==> config.mk <==
export PLATFORM = sky130hd
export DESIGN_NAME = window_filter
export DESIGN_NICKNAME = d
export VERILOG_FILES = /design/src/rtl/window_filter.sv
export SDC_FILE = /design/constraint.sdc
export NUM_CORES = 1
export LEC_CHECK = 0
export CAP_MARGIN = 10
export CORE_MARGIN = 4
export CORE_UTILIZATION = 63
export DETAILED_ROUTE_END_ITERATION = 12
export GPL_ROUTABILITY_DRIVEN = 0
export PLACE_DENSITY_LB_ADDON = 0.12
export REMOVE_ABC_BUFFERS = 1
export SLEW_MARGIN = 40
export SYNTH_ARGS = -nofsm -noshare
export SYNTH_HDL_FRONTEND = slang
export SYNTH_SLANG_ARGS = --single-unit
==> constraint.sdc <==
create_clock -name clk -period 8.6 [get_ports clk]
set_clock_uncertainty 0.15 [all_clocks]
set_input_delay 0.86 -clock clk [delete_from_list [all_inputs] [get_ports clk]]
set_output_delay 0.86 -clock clk [all_outputs]
set_load 0.005 [all_outputs]
==> src/rtl/window_filter.sv <==
// 3x3 window operator (Gaussian / Sobel / centre pass) with a 3-stage pipeline.
// Raster counters flag windows that are still incomplete at the top/left frame border.
module window_filter #(
    parameter int IMG_W       = 640,
    parameter int IMG_H       = 480,
    parameter bit BORDER_PASS = 1'b0
) (
    input  logic       clk,
    input  logic       rst,
    input  logic [7:0] pixel00,
    input  logic [7:0] pixel01,
    input  logic [7:0] pixel02,
    input  logic [7:0] pixel10,
    input  logic [7:0] pixel11,
    input  logic [7:0] pixel12,
    input  logic [7:0] pixel20,
    input  logic [7:0] pixel21,
    input  logic [7:0] pixel22,
    input  logic       win_valid_i,
    input  logic       sof_i,
    input  logic [1:0] mode_i,
    output logic [7:0] pixel_o,
    output logic       valid_o,
    output logic       sof_o
);

    typedef enum logic [1:0] {
        MODE_GAUSS = 2'd0,
        MODE_SOBEL = 2'd1,
        MODE_PASS  = 2'd2,
        MODE_RSVD  = 2'd3
    } mode_t;

    localparam int CW = $clog2(IMG_W) + 1;
    localparam int RW = $clog2(IMG_H) + 1;

    // 1-2-1 weighted sum of three pixels
    function automatic logic [9:0] wsum(input logic [7:0] a, input logic [7:0] b,
                                        input logic [7:0] c);
        return {2'b00, a} + {1'b0, b, 1'b0} + {2'b00, c};
    endfunction

    logic [CW-1:0] r_col;
    logic [RW-1:0] r_row;
    mode_t         r_mode;

    logic          w_sof_beat;
    logic [CW-1:0] w_col;
    logic [RW-1:0] w_row;
    mode_t         w_mode;
    logic          w_border;

    always_comb begin
        w_sof_beat = win_valid_i & sof_i;
        w_col      = w_sof_beat ? '0 : r_col;
        w_row      = w_sof_beat ? '0 : r_row;
        w_mode     = w_sof_beat ? mode_t'(mode_i) : r_mode;
        w_border   = (w_col < CW'(2)) || (w_row < RW'(2));
    end

    // Counters hold the position of the next beat; a sof beat overrides them to (0,0).
    always_ff @(posedge clk or posedge rst) begin
        if (rst) begin
            r_col  <= '0;
            r_row  <= '0;
            r_mode <= MODE_GAUSS;
        end else if (win_valid_i) begin
            r_mode <= w_mode;
            if (w_col == CW'(IMG_W - 1)) begin
                r_col <= '0;
                r_row <= (w_row == RW'(IMG_H - 1)) ? '0 : w_row + 1'b1;
            end else begin
                r_col <= w_col + 1'b1;
                r_row <= w_row;
            end
        end
    end

    logic [9:0] r1_top, r1_mid, r1_bot, r1_left, r1_right;
    logic [7:0] r1_ctr;
    mode_t      r1_mode;
    logic       r1_border, r1_sof, r1_valid;

    always_ff @(posedge clk or posedge rst) begin
        if (rst) begin
            r1_top    <= '0;
            r1_mid    <= '0;
            r1_bot    <= '0;
            r1_left   <= '0;
            r1_right  <= '0;
            r1_ctr    <= '0;
            r1_mode   <= MODE_GAUSS;
            r1_border <= 1'b0;
            r1_sof    <= 1'b0;
            r1_valid  <= 1'b0;
        end else begin
            r1_top    <= wsum(pixel00, pixel01, pixel02);
            r1_mid    <= wsum(pixel10, pixel11, pixel12);
            r1_bot    <= wsum(pixel20, pixel21, pixel22);
            r1_left   <= wsum(pixel00, pixel10, pixel20);
            r1_right  <= wsum(pixel02, pixel12, pixel22);
            r1_ctr    <= pixel11;
            r1_mode   <= w_mode;
            r1_border <= w_border;
            r1_sof    <= w_sof_beat;
            r1_valid  <= win_valid_i;
        end
    end

    // Sobel gy reuses the Gaussian top/bottom row sums, which carry the same weights.
    logic [10:0] w_gx, w_gy, w_abs_gx, w_abs_gy, w_mag;
    logic [11:0] w_gauss;

    always_comb begin
        w_gx     = {1'b0, r1_right} - {1'b0, r1_left};
        w_gy     = {1'b0, r1_bot} - {1'b0, r1_top};
        w_abs_gx = w_gx[10] ? (~w_gx + 11'd1) : w_gx;
        w_abs_gy = w_gy[10] ? (~w_gy + 11'd1) : w_gy;
        w_mag    = w_abs_gx + w_abs_gy;
        w_gauss  = {2'b00, r1_top} + {1'b0, r1_mid, 1'b0} + {2'b00, r1_bot};
    end

    logic [11:0] r2_gauss;
    logic [10:0] r2_mag;
    logic [7:0]  r2_ctr;
    mode_t       r2_mode;
    logic        r2_border, r2_sof, r2_valid;

    always_ff @(posedge clk or posedge rst) begin
        if (rst) begin
            r2_gauss  <= '0;
            r2_mag    <= '0;
            r2_ctr    <= '0;
            r2_mode   <= MODE_GAUSS;
            r2_border <= 1'b0;
            r2_sof    <= 1'b0;
            r2_valid  <= 1'b0;
        end else begin
            r2_gauss  <= w_gauss;
            r2_mag    <= w_mag;
            r2_ctr    <= r1_ctr;
            r2_mode   <= r1_mode;
            r2_border <= r1_border;
            r2_sof    <= r1_sof;
            r2_valid  <= r1_valid;
        end
    end

    logic [7:0] w_res;

    always_comb begin
        case (r2_mode)
            MODE_GAUSS: w_res = 8'((r2_gauss + 12'd8) >> 4);
            MODE_SOBEL: w_res = (r2_mag > 11'd255) ? 8'hFF : r2_mag[7:0];
            default:    w_res = r2_ctr;
        endcase
        if (r2_border)
            w_res = BORDER_PASS ? r2_ctr : '0;
    end

    always_ff @(posedge clk or posedge rst) begin
        if (rst) begin
            pixel_o <= '0;
            valid_o <= 1'b0;
            sof_o   <= 1'b0;
        end else begin
            pixel_o <= w_res;
            valid_o <= r2_valid;
            sof_o   <= r2_sof;
        end
    end

endmodule

==> reports/metrics.cfg <==
[worst_setup_path]
end_kind = register
crit_cells = 21
arrival_ps = 4890
start_kind = register
required_ps = 8790
critical_path.top_delay_family = compound AO/OA/AOI/OAI gates
max_stage_delay_ps = 460
crit_slowest_cell = fa_1
crit_buf_inv = 3
cp_common_cell = inv_1
crit_chain = inv_1, ha_1, inv_1, fa_1, a21o_1, a21oi_2, a21oi_1, or3_1, a21oi_2, o21ai_1, mux2_2, inv_1, fa_1, nor2b_1, o21ai_0, a21boi_0, o21ai_0, a21oi_1, a31oi_1, xnor2_1, xnor2_1
crit_fanout = 10
critical_path_class = reg2reg
ff2ff_path_depth = 21

[clock_tree]
clock_latency_ps = 430
holdBufCountCts = 0
ctsResizeCount = 0
clk_pin_slew_worst_paths_ps = 60
cts_max_level = 4
cts_tree = yes
postCtsSetupRepairBufs = 0
cts_buffers = 17
clock-root-buffer = clkbuf_16
clkSinkCount = 129
cts_buffer_depth = 2

[floorplan]
die_area_um2 = 15800
die_y_um = 126
start_util_pct = 65.2
rows = 42
die_w_um = 126
core_um2 = 13400
io_pins = 88

[yosys]
synth_top_cell_by_area = dfrtp_1
avgSynthCellArea_um2 = 10.7
synth.distinct_cells = 70
synth_common_cells = 129 x dfrtp_1, 90 x ha_1, 81 x inv_1
ys_seq_area_share_pct = 37.0
synth_top_area_share_pct = 37.0
ys.flop_type = dfrtp_1
ys_seq_elements = 129
yosysMostFrequentCell = dfrtp_1
synth_edf_count = 0
async_flop_share_pct = 100
synth_area_leaders = dfrtp_1 37%, ha_1 13%, fa_1 12%
yosysWarnings = 0
synthCells = 818
synth_area_um2 = 8730

[route]
avgRoutedWirePerCell_um = 18.0
drtPass1Iterations = 5
avgViaCountPerCell = 5.79
via_count = 6385
drtIter0Drc = 425
ant_nets = 0
wirelength_um = 19900
drc_errors = 0

[global_route]
track_usage_pct = 26.2
grt_first_pass_wirelength_um = 32900
grt.overflow.total = 0
grt_pass1_vias = 6893
grt_antenna_before_repair = 0
grt_max_degree = 73

[sta]
min_period_ps = 4710
worstMarginPinSlew_ps = 711
fin_crit_sh_pct = 54.7
maxSlewHeadroom_pct = 52.6
rsz0062_at_grt = no
max_freq_mhz = 213
fin_setup_tns_ps = 0
finalMaxSlewViolations = 0
setup_viol = 0
hold_viol = 0

[power_and_ir_drop]
power.density_nw_per_um2 = 437
peakVddDrop_uv = 410
p_leak_uw = 0.00472
power.total_uw = 4560

[final_layout]
diodes = 0
layout-drive-gt1-share_pct = 7.01
syn_to_final_growth_pct = 19.5
nets = 1134

[run_status]
status = completed

[run]
drv_cap = 0

[min_path]
min_path_type = reg2reg
holdPathStages = 0

[placed_design]
dp_hpwl_um = 15400
portBuffers = 87

-- where the power goes --
group          internal, uW  switching (uW)  leakage (uW)
clock network           510             266      0.000306
logic                  1280            1600       0.00285
registers               803             101       0.00157
total                  2600            1960       0.00472
-- registers in the layout, summed over array words and instances (netlist names), 2 cells and up --
register	count
r2_mag	11
r_col	11
r1_bot	10
r1_left	10
r1_mid	10
r1_right	10
r1_top	10
r_row	10
r2_gauss	9
pixel_o	8
r1_ctr	8
r2_ctr	8
r1_mode	2
r2_mode	2
r_mode	2
-- logic make-up (layout without fill, tap and decap cells) --
family	Yosys count	after routing	synth area share (%)
mux	9	9	1.13
fa+ha+maj	142	142	24.8
simple gates	170	170	9.90
buf+inv	92	201	4.04
flops	129	129	37.0
compound gates	197	197	15.1
xor+xnor	79	79	8.01
-- cell usage in the layout, fill, tap and decap left out, types with 12 or more instances in the layout --
master,netlist,routed
inv_1,81,80
nor2_1,61,61
nand3_1,16,16
nand2_1,32,32
xnor2_1,49,49
ha_1,90,90
a21oi_1,56,56
o21bai_1,14,14
dfrtp_1,129,129
xor2_1,29,29
clkdlybuf4s50_1,0,87
clkbuf_16,0,17
o21ai_0,32,32
a21o_1,19,19
nor3_1,12,12
fa_1,52,52
o21a_1,13,13
-- per-stage QoR --
stage	cells	area (um2)	worst slack [ps]	hold slack, ps	utilization, %
floorplan	807	8680	4150	181	-
global placement	1071	9780	4200	182	73.0
detailed placement	1071	9790	3880	186	73.0
CTS	1103	10400	3890	194	77.9
global route	1103	10400	3500	200	77.9
finish	1103	10400	3890	196	77.9
-- metal layers --
layer	GRT usage (%)	vias to the layer above	part of all wire [%]
li1	-	3010	-
met1	33.5	3080	43
met2	43.5	234	48
met3	6.52	61	5.7
met4	10.2	0	3.3
met5	0	-	0
-- path summary, 6_finish.rpt --
path                              from          to  slack [ps]
setup / recovery           r1_right[0]  r2_mag[10]        3890
hold / removal               r1_ctr[4]   r2_ctr[4]         200
max in group asynchronous          rst   r1_mid[2]        6470
setup reg to reg           r1_right[0]  r2_mag[10]        3890
hold reg to reg              r1_ctr[4]   r2_ctr[4]         200
min in group asynchronous          rst  pixel_o[1]         750
-- area by class of cell --
cell class	count	area (um2)
Clock buffer	21	470
Clock inverter	11	178
Fill cell	840	2960
Inverter	81	307
Multi-Input combinational cell	597	5150
Sequential cell	129	3230
Tap cell	176	220
Timing Repair Buffer	88	882
(Power assumes the default switching activity.)
